[src/rtl/id_ex_elastic.sv]
// Elastic ID/EX pipeline register: valid/ready handshake over a two-entry skid
// buffer, with flush, load-use hazard stall and a saturating stall counter.
module id_ex_elastic #(
    parameter int XLEN   = 32,
    parameter int REG_AW = 5,
    parameter int CTRL_W = 8,
    parameter int CNT_W  = 16
) (
    input  logic              clk,
    input  logic              rst_n,
    input  logic              flush,
    input  logic              id_valid,
    output logic              id_ready,
    input  logic [XLEN-1:0]   id_pc,
    input  logic [XLEN-1:0]   id_data1,
    input  logic [XLEN-1:0]   id_data2,
    input  logic [XLEN-1:0]   id_imm,
    input  logic [XLEN-1:0]   id_dest_reg,
    input  logic [REG_AW-1:0] id_rs1,
    input  logic [REG_AW-1:0] id_rs2,
    input  logic [REG_AW-1:0] id_rd,
    input  logic              id_memread,
    input  logic              id_regwrite,
    input  logic [CTRL_W-1:0] id_ctrl,
    output logic              ex_valid,
    input  logic              ex_ready,
    output logic [XLEN-1:0]   ex_pc,
    output logic [XLEN-1:0]   ex_data1,
    output logic [XLEN-1:0]   ex_data2,
    output logic [XLEN-1:0]   ex_imm,
    output logic [XLEN-1:0]   ex_dest_reg,
    output logic [REG_AW-1:0] ex_rs1,
    output logic [REG_AW-1:0] ex_rs2,
    output logic [REG_AW-1:0] ex_rd,
    output logic              ex_memread,
    output logic              ex_regwrite,
    output logic [CTRL_W-1:0] ex_ctrl,
    output logic              hazard_stall,
    output logic [CNT_W-1:0]  stall_cnt
);

    // Entry layout (MSB..LSB): pc, data1, data2, imm, dest_reg, rs1, rs2, rd, memread, regwrite, ctrl
    localparam int EW     = 5 * XLEN + 3 * REG_AW + 2 + CTRL_W;
    localparam int RW_BIT = CTRL_W;
    localparam int MR_BIT = CTRL_W + 1;
    localparam int RD_LSB = CTRL_W + 2;
    localparam logic [CNT_W-1:0] CNT_MAX = '1;
    localparam logic [CNT_W-1:0] CNT_ONE = {{(CNT_W-1){1'b0}}, 1'b1};

    typedef enum logic [1:0] {
        S_EMPTY = 2'd0,
        S_ONE   = 2'd1,
        S_TWO   = 2'd2
    } state_t;

    state_t            r_state;
    logic              r_ready_q;
    logic              r_ex_valid;
    logic [EW-1:0]     r_out;
    logic [EW-1:0]     r_skid;
    logic [CNT_W-1:0]  r_stall_cnt;

    logic [EW-1:0]     w_in;
    logic              w_out_hz;
    logic              w_skid_hz;
    logic              w_hazard;
    logic              w_acc;
    logic              w_pop;

    // A held entry blocks decode when it is a load whose result the incoming instruction reads.
    function automatic logic entryHazard(input logic [EW-1:0] e,
                                         input logic [REG_AW-1:0] rs1,
                                         input logic [REG_AW-1:0] rs2);
        logic [REG_AW-1:0] rd;
        rd = e[RD_LSB +: REG_AW];
        return e[MR_BIT] && e[RW_BIT] && (rd != '0) && ((rd == rs1) || (rd == rs2));
    endfunction

    assign w_in = {id_pc, id_data1, id_data2, id_imm, id_dest_reg,
                   id_rs1, id_rs2, id_rd, id_memread, id_regwrite, id_ctrl};

    assign w_out_hz  = (r_state != S_EMPTY) && entryHazard(r_out, id_rs1, id_rs2);
    assign w_skid_hz = (r_state == S_TWO)   && entryHazard(r_skid, id_rs1, id_rs2);
    assign w_hazard  = id_valid && (w_out_hz || w_skid_hz);

    assign id_ready     = r_ready_q && !w_hazard && !flush;
    assign hazard_stall = w_hazard;
    assign w_acc        = id_valid && id_ready;
    assign w_pop        = r_ex_valid && ex_ready;

    assign ex_valid  = r_ex_valid;
    assign stall_cnt = r_stall_cnt;
    assign {ex_pc, ex_data1, ex_data2, ex_imm, ex_dest_reg,
            ex_rs1, ex_rs2, ex_rd, ex_memread, ex_regwrite, ex_ctrl} = r_out;

    // Occupancy FSM; ready_q and ex_valid are registered alongside the state
    // so ex_ready never reaches id_ready combinationally.
    always_ff @(posedge clk or negedge rst_n) begin
        if (!rst_n) begin
            r_state    <= S_EMPTY;
            r_ready_q  <= 1'b1;
            r_ex_valid <= 1'b0;
            r_out      <= '0;
            r_skid     <= '0;
        end else if (flush) begin
            r_state    <= S_EMPTY;
            r_ready_q  <= 1'b1;
            r_ex_valid <= 1'b0;
        end else begin
            case (r_state)
                S_EMPTY: begin
                    if (w_acc) begin
                        r_out      <= w_in;
                        r_state    <= S_ONE;
                        r_ex_valid <= 1'b1;
                    end
                end
                S_ONE: begin
                    if (w_pop && w_acc) begin
                        r_out <= w_in;
                    end else if (w_pop) begin
                        r_state    <= S_EMPTY;
                        r_ex_valid <= 1'b0;
                    end else if (w_acc) begin
                        r_skid    <= w_in;
                        r_state   <= S_TWO;
                        r_ready_q <= 1'b0;
                    end
                end
                S_TWO: begin
                    if (w_pop) begin
                        r_out     <= r_skid;
                        r_state   <= S_ONE;
                        r_ready_q <= 1'b1;
                    end
                end
                default: begin
                    r_state    <= S_EMPTY;
                    r_ready_q  <= 1'b1;
                    r_ex_valid <= 1'b0;
                end
            endcase
        end
    end

    always_ff @(posedge clk or negedge rst_n) begin
        if (!rst_n) begin
            r_stall_cnt <= '0;
        end else if (w_hazard && !flush && (r_stall_cnt != CNT_MAX)) begin
            r_stall_cnt <= r_stall_cnt + CNT_ONE;
        end
    end

endmodule
[config.mk]
export PLATFORM = sky130hd
export DESIGN_NAME = id_ex_elastic
export DESIGN_NICKNAME = d
export VERILOG_FILES = /design/src/rtl/id_ex_elastic.sv
export SDC_FILE = /design/constraint.sdc
export NUM_CORES = 1
export LEC_CHECK = 0
export ABC_CLOCK_PERIOD_IN_PS = 6800
export BUFFER_PORTS_ARGS = -buffer_cell sky130_fd_sc_hd__buf_2
export CAP_MARGIN = 20
export CELL_PAD_IN_SITES_DETAIL_PLACEMENT = 2
export CELL_PAD_IN_SITES_GLOBAL_PLACEMENT = 2
export CORE_ASPECT_RATIO = 2
export CORE_MARGIN = 3
export CORE_UTILIZATION = 38
export DETAILED_ROUTE_END_ITERATION = 10
export GPL_TIMING_DRIVEN = 0
export PLACE_DENSITY_LB_ADDON = 0.1
export SKIP_LAST_GASP = 1
export SLEW_MARGIN = 20
export SYNTH_ARGS = -nofsm -noshare
export SYNTH_HDL_FRONTEND = slang
export SYNTH_SLANG_ARGS = --single-unit
[constraint.sdc]
create_clock -name clk -period 6.8 [get_ports clk]
set_clock_uncertainty 0.15 [all_clocks]
set_input_delay 1.02 -clock clk [delete_from_list [all_inputs] [get_ports clk]]
set_output_delay 1.02 -clock clk [all_outputs]
set_load 0.01 [all_outputs]
# Yosys cells after proc, flatten, opt, wreduce, memory -nomap -nowiden
# Index checks and enable logic that the tools add are counted.
# classes
n_addsub,1
n_eq_ne,19
n_bitwise,3
reduce_logical,31
n_mux,22
# op_table
cell,n
2-to-1 mux 185 bit,3
case mux 185 bit (3 select lines),1
equality test 5 bit,4
"inequality test 3 bit, second input constant",6
"adder 16 x 1 -> 16 bit, second input constant",1
logical AND 1 bit,16
"inequality test 16 bit, second input constant",1
AND reduction 5 bit,3
2-to-1 mux 2 bit,6
"inequality test 2 bit, second input constant",5
nonzero test 5 bit,2
2-to-1 mux 1 bit,9
AND reduction 4 bit,2
case mux 1 bit (3 select lines),2
case mux 2 bit (3 select lines),1
"inequality test 4 bit, second input constant",1
logical OR 1 bit,3
NOT 1 bit,3
nonzero test 3 bit,1
"equality test 2 x 1 -> 1 bit, second input constant",1
"equality test 2 bit, second input constant",1
zero test 1 bit,2
zero test 2 bit,1
nonzero test 2 bit,1
# totals
reg_bits,390
word_cells,82
input_bits,190

# Logic depth before layout (Yosys ltp)
# logic_depth
word_depth,15
mapped_depth,10
depth_no_buf,6

# Worst setup path after synthesis
# No wires, ideal clock.
# synth_timing
path_type,input -> output
start,input id_rs1[4]
end,output id_ready
setup_slack_ps,3390
t_arrival_ps,2240
path_stages,7
cell_sequence,xnor2_1 > nand3_1 > o22ai_1 > a22o_1 > clkbuf_1 > buf_2 > nor3b_1
# synth_between
elab_chain_len,9
elab_cells_between_ends,13
cone_classes,eq/ne (2); reduce/logical (11)
# synth_lines
element,line_no,rtl
"start, declared",19,"input logic [REG_AW-1:0] id_rs1,"
equality test 5 bit,76,return e[MR_BIT] && e[RW_BIT] && (rd != '0) && ((rd == rs1) || (rd == rs2));
logical OR 1 bit,76,
logical AND 1 bit,76,
"logical AND 1 bit, on equally long branches","82, 83",
logical OR 1 bit (*),84,assign w_hazard = id_valid && (w_out_hz || w_skid_hz);
logical AND 1 bit (*),84,
named net hazard_stall,38,"output logic hazard_stall,"
zero test 1 bit (*),86,assign id_ready = r_ready_q && !w_hazard && !flush;
logical AND 1 bit (*) (2 in series),86,
"end, declared",13,"output logic id_ready,"
# The timed path passes the listed nets; every way through them passes the cells marked *.

# Final worst setup path
# layout_timing
start,input id_rs1[1]
end,output id_ready
# layout_between
elab_chain_len,9
elab_cells_between_ends,13
cone_classes,eq/ne (2); reduce/logical (11)
# layout_lines
element,line_no
equality test 5 bit,76
logical OR 1 bit,76
logical AND 1 bit,76
"logical AND 1 bit, on equally long branches","82, 83"
logical OR 1 bit (*),84
logical AND 1 bit (*),84
zero test 1 bit (*),86
logical AND 1 bit (*) (2 in series),86
# Mark *: on every way between the ends. The rest lies on a longest branch, timed or not.

==> summary.txt <==
Routing
  – Final WL: 55.1 mm
  – Avg WL per Cell: 23.1 um
  – Initial DRT Pass Iterations: 4
  – Antenna-violating nets left: 0
  – # DRC: 0
  – DR iter-0 viols: 311
  – DR vias: 12700
  – Drt via density: 5.32

Final layout
  – Util after Layout: 48.0%
  – Synth-to-Final Area Change: 24.7%
  – Most frequent cells in the layout: 415 x buf_2, 389 x dfrtp_1, 199 x nand3_1
  – Sequential cell area: 0.00976 mm2
  – Commonest non-fill, non-tap cell in the layout: buf_2
  – Area taken by multi-input logic gates: 0.00656 mm2
  – Nets: 1979
  – Fill cells: 4522
  – Share of cells above drive strength 1: 36.8%

Global routing
  – Global-route wire length before repair: 85.1 mm
  – Largest net degree at the start of global routing: 96
  – Vias in the first global route: 14700
  – Antenna violations before repair: 21
  – GRT overflow: 0
  – GRT Total Usage: 23.1%

Power and ir drop
  – Sw frac: 31.5%
  – Clock power frac: 27.6%
  – P_leak: 9.42 nW
  – Pint: 5.60 mW
  – Sequential share of power: 46.5%
  – Worst vdd ir: 0.231 mV
  – Power Total: 8.17 mW
  – Pwr/cell area: 391 mW/mm2
  – Combinational power share: 25.8%
  – Switching pwr: 2.58 mW

STA
  – Final Max Slew Viols: 0
  – Hold slack: 246 ps
  – Slew Limit Headroom: 37.2%
  – Peak Freq: 240 MHz
  – Slack of the critical path: 2630 ps
  – Worst-Margin Slew: 936 ps
  – Finish-stage setup viols: 0
  – RSZ-0062 raised after global routing: false
  – Min Tclk post-route: 4170 ps
  – Final setup TNS: 0 ps
  – Hold Fails Final Rpt: 0
  – Crit share post-route: 61.4%

Synth
  – Synth top area share: 58.1%
  – Asr flop ratio synth: 100%
  – Cell variety after synth: 35
  – Syn Nets: 1542
  – Mapped Area: 0.0168 mm2
  – Synth Flop Type: dfrtp_1
  – Warnings, synthesis: 0
  – Synth Register Bits: 390
  – Cell count after synthesis: 1351
  – Avg Cell Area, Syn: 12.4 um2
  – Leading area contributor after synthesis: dfrtp_1
  – Sequential area share after synthesis: 58.2%
  – Ranking of synthesized cells by area: dfrtp_1 58%, mux2_2 12%, mux2i_1 11%, nand3_1 5.9%, o21ai_0 5.6%
  – EDFF count, synth: 0

Status
  – Status: complete, no violations

Setup path
  – Critical Path AT: 3000 ps
  – R2R setup slack: 3280 ps
  – Crit Path Class: in -> out
  – Worst path required time: 5630 ps
  – Startpoint class of the critical path: input pin
  – Worst Setup End Kind: primary output
  – Critical path peak fanout: 10

Clock network
  – Cts bufs inserted: 38
  – Post_cts resized: 0
  – Post-CTS Setup Repair Bufs: 0
  – Clk root buf: clkbuf_16
  – CTS tree: yes
  – Clock Tree Buf Depth: 3
  – Hold_buf cts: 0
  – Worst-Skew Late Latency: 530 ps
  – Clock Pin Slew Worst Setup and Hold Paths: 60 ps
  – Clk sinks: 390
  – CTS H-tree depth: 2

Floorplanning
  – Die area: 0.0468 mm2
  – Core box area: 0.0435 mm2
  – Die span in x: 155 um
  – Starting Density: 38.5%
  – Site Rows: 108
  – Die Ht: 303 um
  – # IOs: 394

Placement
  – Detailed Place HPWL: 41.8 mm
  – IO buf count: 393
  – DP Worst Slack: 2560 ps
  – RD Place Congestion: 0.827

Min path
  – Class of the worst hold path: in -> async

Run
  – Maximum Capacitance Violations: 0
==> through the flow <==
step	instances	area, um2
6_report	2384	20900
5_1_grt	2377	20900
4_1_cts	2367	20900
3_5_place_dp	2298	19500
3_3_place_gp	2294	19400
2_1_floorplan	1351	16800
==> per-layer routing <==
layer / vias up / wire length, um / global-route usage, %
li1: 5733 / - / -
met2: 333 / 30100 / 43.4
met3: 99 / 3800 / 6.94
met1: 6503 / 19100 / 23.7
met4: 12 / 2080 / 9.07
met5: - / 92 / 0.423
==> worst max-delay path: stages <==
cell and delay (ps):
buf_2 130, xnor2_1 220, nand2_1 80, o22ai_1 280, a22o_1 240, clkbuf_1 400
buf_2 330, nor3b_1 130, buf_2 160
==> power groups by stage <==
| stage | logic [mW] | registers [mW] | clock network [mW] |
|---|---|---|---|
| 6_report | 2.11 | 3.80 | 2.26 |
| 3_3_place_gp | 2.03 | 3.77 | 0 |
| 3_5_place_dp | 2.15 | 3.85 | 0 |
| 2_1_floorplan | 1.05 | 3.89 | 0 |
| 5_1_grt | 2.34 | 3.93 | 2.42 |
| 4_1_cts | 2.17 | 3.82 | 2.33 |
==> state kept, by name, indices dropped and copies added, names as in the netlist <==
register / cells
ex_valid: 1
r_out: 185
r_ready_q: 1
r_skid: 185
r_state: 2
stall_cnt: 16
==> cell families after synthesis <==
kind of cell	Yosys count	share of synthesized area, %
buf+inv	106	2.66
flops	390	58.2
simple gates	249	7.58
fa+ha+maj	1	0.0746
xor+xnor	35	1.83
mux	371	23.5
compound gates	199	6.08
==> Yosys cell counts (2+ instances only) <==
master and n:
and3_1 8, dfrtp_1 389, nor2_1 7, nand2b_1 2, mux2_1 11, nor3_1 2, o21ai_0 188, o22ai_1 2
nand2_1 12, nand4_1 10, buf_2 23, a21oi_1 3, mux2i_1 185, clkbuf_1 76, buf_4 5, xnor2_1 35
nand3_1 199, and4_1 2, mux2_2 175, and2_1 2
==> cell type report <==
| class | instances | share of cell area, % |
|---|---|---|
| sequential | 390 | 46.7 |
| multi-input combinational | 855 | 31.4 |
| timing repair buffer | 397 | 9.99 |
| clock buffer | 51 | 5.38 |
| tap | 550 | 3.29 |
| buffer | 105 | 2.11 |
| clock inverter | 18 | 0.946 |
| antenna | 17 | 0.204 |
| inverter | 1 | 0.0180 |
==> path summary, 6_finish.rpt <==
path	startpoint	end	cells past startpoint
min	rst_n	r_out[19]	1
max	id_rs1[1]	id_ready	9
max reg2reg	r_state[1]	r_skid[112]	9
max in group asynchronous	rst_n	r_skid[39]	3
min in group clk	r_skid[56]	r_skid[56]	1
min reg2reg	r_skid[56]	r_skid[56]	1
Power figures use the tool's default switching activity.
